<file path="src/rtl/regfile_csr_pkg.sv">
// rtl/regfile_csr_pkg.sv - bus widths, CSR addresses and write masks for regfile_csr
// Counter CSR addresses are only writable when CSR_COUNTERS_EN is defined.
package regfile_csr_pkg;

  localparam int REG_BUS_W      = 32;
  localparam int REG_ADDR_BUS_W = 5;
  localparam int CSR_ADDR_BUS_W = 12;

  typedef logic [REG_BUS_W-1:0]      reg_bus_t;
  typedef logic [REG_ADDR_BUS_W-1:0] reg_addr_bus_t;
  typedef logic [CSR_ADDR_BUS_W-1:0] csr_addr_bus_t;

  localparam csr_addr_bus_t CSR_MSTATUS  = 12'h300;
  localparam csr_addr_bus_t CSR_MISA     = 12'h301;
  localparam csr_addr_bus_t CSR_MTVEC    = 12'h305;
  localparam csr_addr_bus_t CSR_MSCRATCH = 12'h340;
  localparam csr_addr_bus_t CSR_MEPC     = 12'h341;
  localparam csr_addr_bus_t CSR_MCAUSE   = 12'h342;
  localparam csr_addr_bus_t CSR_MHARTID  = 12'hF14;
  localparam csr_addr_bus_t CSR_MCYCLE    = 12'hB00;
  localparam csr_addr_bus_t CSR_MCYCLEH   = 12'hB80;
  localparam csr_addr_bus_t CSR_MINSTRET  = 12'hB02;
  localparam csr_addr_bus_t CSR_MINSTRETH = 12'hB82;
  localparam csr_addr_bus_t CSR_CYCLE     = 12'hC00;
  localparam csr_addr_bus_t CSR_CYCLEH    = 12'hC80;
  localparam csr_addr_bus_t CSR_INSTRET   = 12'hC02;
  localparam csr_addr_bus_t CSR_INSTRETH  = 12'hC82;

  localparam reg_bus_t MSTATUS_WMASK  = 32'h0000_0088;
  localparam reg_bus_t XTVEC_LOW_MASK = 32'hFFFF_FFFC;
  localparam reg_bus_t MISA_DEFAULT   = 32'h4000_0100;

  function automatic logic csr_is_writable(input csr_addr_bus_t addr);
    case (addr)
      CSR_MSTATUS, CSR_MTVEC, CSR_MSCRATCH, CSR_MEPC, CSR_MCAUSE: return 1'b1;
`ifdef CSR_COUNTERS_EN
      CSR_MCYCLE, CSR_MCYCLEH, CSR_MINSTRET, CSR_MINSTRETH: return 1'b1;
`endif
      default: return 1'b0;
    endcase
  endfunction

  function automatic reg_bus_t csr_wmask(input csr_addr_bus_t addr, input reg_bus_t data);
    case (addr)
      CSR_MSTATUS:          return data & MSTATUS_WMASK;
      CSR_MTVEC, CSR_MEPC:  return data & XTVEC_LOW_MASK;
      default:              return data;
    endcase
  endfunction

endpackage

</file>
<file path="src/rtl/regfile_csr_counter64.sv">
// rtl/regfile_csr_counter64.sv - 64-bit counter with per-half write ports
// A write to either half wins over the increment in the same cycle.
module counter64
  import regfile_csr_pkg::*;
(
  input  logic                 clk_in,
  input  logic                 rst_in,
  input  logic                 inc_en_in,
  input  logic                 wr_lo_en_in,
  input  logic                 wr_hi_en_in,
  input  logic [REG_BUS_W-1:0] wdata_in,
  output logic [63:0]          count_out
);

  logic [63:0] count_q;
  logic [63:0] count_d;

  always_comb begin
    count_d = count_q;
    if (wr_lo_en_in) count_d[31:0] = wdata_in;
    if (wr_hi_en_in) count_d[63:32] = wdata_in;
    if (!wr_lo_en_in && !wr_hi_en_in && inc_en_in) count_d = count_q + 64'd1;
  end

  always_ff @(posedge clk_in) begin
    if (rst_in) count_q <= '0;
    else        count_q <= count_d;
  end

  assign count_out = count_q;

endmodule

</file>
<file path="src/rtl/regfile_csr.sv">
// rtl/regfile_csr.sv - 32x32 GPR file plus machine CSRs with same-cycle write bypass
// Optional mcycle/minstret counters are built only when CSR_COUNTERS_EN is defined.
module regfile_csr
  import regfile_csr_pkg::*;
#(
  parameter logic [31:0] HART_ID    = 32'd0,
  parameter logic [31:0] MISA_VALUE = MISA_DEFAULT
) (
  input  logic                      clk_in,
  input  logic                      rst_in,
  input  logic                      rdy_in,
  input  logic                      we_in,
  input  logic [REG_ADDR_BUS_W-1:0] waddr_in,
  input  logic [REG_BUS_W-1:0]      wdata_in,
  input  logic                      read1_enable,
  input  logic [REG_ADDR_BUS_W-1:0] read1_address,
  output logic [REG_BUS_W-1:0]      read1_data,
  input  logic                      read2_enable,
  input  logic [REG_ADDR_BUS_W-1:0] read2_address,
  output logic [REG_BUS_W-1:0]      read2_data,
  input  logic                      csr_read1_enable,
  input  logic [CSR_ADDR_BUS_W-1:0] csr_read1_address,
  output logic [REG_BUS_W-1:0]      csr_read1_data,
  input  logic                      csr_we_in,
  input  logic [CSR_ADDR_BUS_W-1:0] csr_waddr_in,
  input  logic [REG_BUS_W-1:0]      csr_wdata_in,
  input  logic                      retire_in
);

  reg_bus_t gpr_q [32];
  reg_bus_t gpr_d [32];
  reg_bus_t mstatus_q, mstatus_d;
  reg_bus_t mtvec_q, mtvec_d;
  reg_bus_t mscratch_q, mscratch_d;
  reg_bus_t mepc_q, mepc_d;
  reg_bus_t mcause_q, mcause_d;

  logic     gpr_wr;
  logic     csr_wr;
  reg_bus_t csr_wval;
  reg_bus_t csr_stored;

  assign gpr_wr   = we_in && rdy_in && !rst_in && (waddr_in != '0);
  assign csr_wr   = csr_we_in && rdy_in && !rst_in;
  assign csr_wval = csr_wmask(csr_waddr_in, csr_wdata_in);

  always_comb begin
    gpr_d = gpr_q;
    if (gpr_wr) gpr_d[waddr_in] = wdata_in;
  end

  always_comb begin
    mstatus_d  = mstatus_q;
    mtvec_d    = mtvec_q;
    mscratch_d = mscratch_q;
    mepc_d     = mepc_q;
    mcause_d   = mcause_q;
    if (csr_wr) begin
      case (csr_waddr_in)
        CSR_MSTATUS:  mstatus_d  = csr_wval;
        CSR_MTVEC:    mtvec_d    = csr_wval;
        CSR_MSCRATCH: mscratch_d = csr_wval;
        CSR_MEPC:     mepc_d     = csr_wval;
        CSR_MCAUSE:   mcause_d   = csr_wval;
        default:      ;
      endcase
    end
  end

  always_ff @(posedge clk_in) begin
    if (rst_in) begin
      gpr_q      <= '{default: '0};
      mstatus_q  <= '0;
      mtvec_q    <= '0;
      mscratch_q <= '0;
      mepc_q     <= '0;
      mcause_q   <= '0;
    end else begin
      gpr_q      <= gpr_d;
      mstatus_q  <= mstatus_d;
      mtvec_q    <= mtvec_d;
      mscratch_q <= mscratch_d;
      mepc_q     <= mepc_d;
      mcause_q   <= mcause_d;
    end
  end

`ifdef CSR_COUNTERS_EN
  logic [63:0] mcycle;
  logic [63:0] minstret;

  counter64 u_mcycle (
    .clk_in      (clk_in),
    .rst_in      (rst_in),
    .inc_en_in   (rdy_in),
    .wr_lo_en_in (csr_wr && (csr_waddr_in == CSR_MCYCLE)),
    .wr_hi_en_in (csr_wr && (csr_waddr_in == CSR_MCYCLEH)),
    .wdata_in    (csr_wdata_in),
    .count_out   (mcycle)
  );

  counter64 u_minstret (
    .clk_in      (clk_in),
    .rst_in      (rst_in),
    .inc_en_in   (rdy_in && retire_in),
    .wr_lo_en_in (csr_wr && (csr_waddr_in == CSR_MINSTRET)),
    .wr_hi_en_in (csr_wr && (csr_waddr_in == CSR_MINSTRETH)),
    .wdata_in    (csr_wdata_in),
    .count_out   (minstret)
  );
`else
  logic unused_retire;
  assign unused_retire = retire_in;
`endif

  always_comb begin
    csr_stored = '0;
    case (csr_read1_address)
      CSR_MSTATUS:  csr_stored = mstatus_q;
      CSR_MISA:     csr_stored = MISA_VALUE;
      CSR_MTVEC:    csr_stored = mtvec_q;
      CSR_MSCRATCH: csr_stored = mscratch_q;
      CSR_MEPC:     csr_stored = mepc_q;
      CSR_MCAUSE:   csr_stored = mcause_q;
      CSR_MHARTID:  csr_stored = HART_ID;
`ifdef CSR_COUNTERS_EN
      CSR_MCYCLE,   CSR_CYCLE:    csr_stored = mcycle[31:0];
      CSR_MCYCLEH,  CSR_CYCLEH:   csr_stored = mcycle[63:32];
      CSR_MINSTRET, CSR_INSTRET:  csr_stored = minstret[31:0];
      CSR_MINSTRETH, CSR_INSTRETH: csr_stored = minstret[63:32];
`endif
      default:      csr_stored = '0;
    endcase
  end

  function automatic reg_bus_t gpr_port(input logic en, input reg_addr_bus_t addr,
                                        input reg_bus_t stored);
    if (rst_in || !rdy_in || !en || addr == '0) return '0;
    if (we_in && waddr_in == addr)              return wdata_in;
    return stored;
  endfunction

  always_comb begin
    read1_data = gpr_port(read1_enable, read1_address, gpr_q[read1_address]);
    read2_data = gpr_port(read2_enable, read2_address, gpr_q[read2_address]);
  end

  // Read-only addresses never bypass, so misa/mhartid keep their constants.
  always_comb begin
    csr_read1_data = '0;
    if (!rst_in && rdy_in && csr_read1_enable) begin
      if (csr_we_in && csr_waddr_in == csr_read1_address && csr_is_writable(csr_read1_address))
        csr_read1_data = csr_wval;
      else
        csr_read1_data = csr_stored;
    end
  end

endmodule

</file>
<file path="config.mk">
export PLATFORM = sky130hd
export DESIGN_NAME = regfile_csr
export DESIGN_NICKNAME = d
export VERILOG_FILES = /design/src/rtl/regfile_csr_pkg.sv /design/src/rtl/regfile_csr_counter64.sv /design/src/rtl/regfile_csr.sv
export SDC_FILE = /design/constraint.sdc
export NUM_CORES = 2
export LEC_CHECK = 0
export ABC_CLOCK_PERIOD_IN_PS = 3700
export BUFFER_PORTS_ARGS = -buffer_cell sky130_fd_sc_hd__buf_2
export CELL_PAD_IN_SITES_DETAIL_PLACEMENT = 1
export CELL_PAD_IN_SITES_GLOBAL_PLACEMENT = 2
export CORE_MARGIN = 2
export CORE_UTILIZATION = 35
export DETAILED_ROUTE_END_ITERATION = 7
export PLACE_DENSITY = 0.78
export SYNTH_ARGS = -nofsm -noshare
export SYNTH_HDL_FRONTEND = slang
export SYNTH_SLANG_ARGS = --single-unit
</file>
<file path="constraint.sdc">
create_clock -name clk_in -period 3.7 [get_ports clk_in]
set_clock_uncertainty 0.1 [all_clocks]
set_input_delay 0.74 -clock clk_in [delete_from_list [all_inputs] [get_ports clk_in]]
set_output_delay 0.74 -clock clk_in [all_outputs]
set_load 0.03 [all_outputs]
</file>
==> results_dict.tcl <==
set metrics [dict create \
    status "complete, but fails checks" \
    violations "DRC, setup timing" \
    initial_core_util_pct 35.29 \
    dieArea_um2 172300 \
    numCtsBuffers 142 \
    vias 56950 \
    final_util_pct 44.10 \
    wl_met3_mm 29.51 \
    drt-total-wl_mm 275.1 \
    multi_input_comb_area_um2 33850 \
    crit_path_frequent_cell "buf_8" \
    grt_overflow 0 \
    layout_commonest_cell "nand2_1" \
    m1WireLength_mm 110.9 \
    r2r-end "gpr_q[447]$_SDFFE_PP0P_" \
    r2r_slack_ns 2.84 \
    htree_levels 4 \
    top_layer_used "met5" \
    die_y_um 415.1 \
    synth_area_leaders "dfxtp_1 40%, mux4_2 19%, nand2_1 14%" \
    leakagePower_uw 0.02453 \
    hold_depth 3 \
    drcViolationCount 2 \
    setup_viol 23 \
    place.port_buffers 206 \
    syn_nets 6855 \
    layout.nets 7083 \
    cts_buffer_depth 3 \
    finalMaxSlewViolations 0 \
    critPathCaptureType "output pin" \
    synth_seq_area_share_pct 40.07 \
    syn_area_um2 59150 \
    wire_per_inst_um 29.58 \
    clkPwrFrac_pct 49.5 \
    grt_pass1_wl_mm 393.6 \
    yosys_warnings 0 \
    detail-route-antenna-nets 0 \
    ios 208 \
    cp.required_ns 2.86 \
    hpwl_mm 169.4 \
    gp_congestion 0.8753 \
    syn-mean-instance-area_um2 8.772 \
    viasPerCell 6.124 \
    grt_pass1_vias 57570 \
    cts.sinks 1184 \
    cpMaxStageDelayCell "or4_4" \
    power_density_nw_per_um2 408.8 \
    fin_total_pwr_uw 30220 \
    ys_ff_latch 1184 \
    ff_latch_area_um2 23710 \
    max_freq_ghz 0.2659 \
    swShare_pct 25.23 \
    synth_edf_count 0 \
    min_to "mscratch_q[3]$_SDFFE_PP0P_" \
    die_w_um 415.1 \
    critPathMaxFanout 8 \
    netlist.area_leader.share_pct 40.07 \
    synthArstFlopShare_pct 0 \
    rsz0062_at_grt "true" \
    area_delta_synth_final_pct 24.97 \
    switching_power_uw 7624 \
    slew_headroom_pct 30.23 \
    worstSetupPathType "input port to output pin" \
    r2r_start "gpr_q[447]$_SDFFE_PP0P_" \
    rows 150 \
    power_frac_comb_pct 8.2 \
    critPathMaxStageDelay_ns 0.53 \
    synth_top_cell_by_area "dfxtp_1" \
    clock_latency_ns 0.78 \
    cts_tree "yes" \
    cap_violations 0 \
    design_area_um2 73920 \
    grt.total_usage_pct 30.71 \
    path_cells "clkbuf_16 > buf_8 > or4_4 > o211ai_4 > o21bai_4 > buf_12 > buf_8 > a221oi_1 > a22o_1 > buf_4 > buf_2" \
    antenna_found_initial 23 \
    hold_path.startpoint "csr_wdata_in[3]" \
    hold_path.class "input port to register" \
    root_buffer "clkbuf_16" \
    synth_cells 6743 \
    dp_cells 8954 \
    filler_cell_count 18890 \
    period_share_pct 101.7 \
    irDropWorstVdd_uv 386.9 \
    timing.final.ws_setup_ns -0.06122 \
    placed_area_um2 66120 \
    dr.pass1.iters 8 \
    grt_max_degree 213 \
    whs_ns 0.1559 \
    internal_power_uw 22600 \
    drive_gt1_share_pct 25.70 \
    power_frac_seq_pct 42.3 \
    clk_pin_slew_ns 0.06 \
    tightest_slew_ns 1.047 \
    first_iter_violations 6120 \
    hold_viol_final 0 \
    ys.flop_type "dfxtp_1" \
    rr_worst_depth 2 \
    wl_met2_mm 123.2 \
    cp-start-kind "input port" \
    ys_types 66 \
    coreArea_um2 167600 \
    critPathArrivalTime_ns 2.92 \
    final_cells 9299 \
    most-common-layout-cells "2225 x nand2_1, 1181 x dfxtp_1, 1141 x a21oi_1, 503 x mux4_2, 426 x buf_4" \
    min_period_ns 3.761 \
]
-- cell usage after synthesis, drive strengths merged (2+ instances only) --
cell	number
mux4	503
a221o	3
nand3	162
a22oi	29
nor2	38
a221oi	79
a22o	100
o2111ai	2
inv	5
o32ai	32
a211o	10
or4	5
o22ai	32
o221ai	34
xor2	2
buf	177
o22a	3
nand4	5
or3	6
o41a	2
or4b	2
a21oi	1141
nand2b	10
nor3	22
o2111a	11
mux2i	90
nand4bb	3
o21bai	2
xnor2	21
dfxtp	1184
nand3b	3
nand2	2260
nor4	11
and2	36
nor3b	14
o21ai	32
clkbuf	556
a211oi	38
nor2b	56
or2	7
-- worst max-delay path, delay by kind of cell --
family                 cells  cell delay [ns]
AO/OA/AOI/OAI              4             0.68
AND/OR/NAND/NOR            1             0.53
buffers and inverters      6             0.95
-- final cells by class --
cell class                      count  area share (%)
Clock buffer                      205           5.743
Tap cell                         2204           3.731
Clock inverter                     51          0.9022
Antenna cell                       12         0.04062
Timing Repair Buffer              817           11.69
Multi-Input combinational cell   4821           45.79
Sequential cell                  1184           32.07
Inverter                            5         0.02539
-- repair_timing --
item	in CTS	in global routing
endpoints found under the setup margin	76	94
resized for setup	169	257
pin swaps	8	36
cloned	9	9
hold buffers	0	0
setup buffers	30	41
-- stage by stage --
| step | setup WS (ns) | TNS, ns |
|---|---|---|
| after floorplan | -0.01581 | -0.4453 |
| after global placement | -0.4717 | -9.374 |
| after detailed placement | -0.4513 | -10.15 |
| after CTS | -0.08057 | -0.9352 |
| after global routing | -0.07871 | -1.487 |
| final | -0.06122 | -0.5481 |
-- kinds of logic after synthesis --
| group | Yosys count | synth area share, % |
|---|---|---|
| AO/OA/AOI/OAI | 1559 | 15.43 |
| XOR/XNOR | 23 | 0.3406 |
| AND/OR/NAND/NOR | 2646 | 18.11 |
| multiplexers | 593 | 20.68 |
| buffers and inverters | 738 | 5.377 |
| flip-flops | 1184 | 40.07 |
-- per-layer routing --
| metal | vias to the layer above | global-route usage [%] |
|---|---|---|
| met4 | 4 | 13.33 |
| li1 | 24270 | - |
| met2 | 2843 | 47.23 |
| met5 | - | 0 |
| met3 | 620 | 7.287 |
| met1 | 29210 | 41.10 |
-- state kept, by name (all words and copies together) (netlist names) --
register,flops
gpr_q,1024
mcause_q,32
mepc_q,32
mscratch_q,32
mstatus_q,32
mtvec_q,32
-- worst max path at each step --
stage	from	end	slack (ns)	cells past startpoint
after floorplan	csr_read1_address[2]	csr_read1_data[0]	-0.02	7
after global placement	read1_address[1]	read1_data[30]	-0.47	10
after detailed placement	read1_address[1]	read1_data[30]	-0.45	10
after CTS	read2_address[0]	read2_data[2]	-0.08	9
after global routing	read1_address[2]	read1_data[11]	-0.08	11
final	read1_address[2]	read1_data[11]	-0.06	11
-- power groups by stage --
stage               Sequential [µW]  Combinational [µW]  Clock, µW
global placement              13100                2170          0
CTS                           12800                2320      15100
global route                  12800                2540      15600
floorplan                     13100                1140          0
finish                        12800                2480      15000
detailed placement            13100                2190          0
Power figures use the tool's default switching activity.
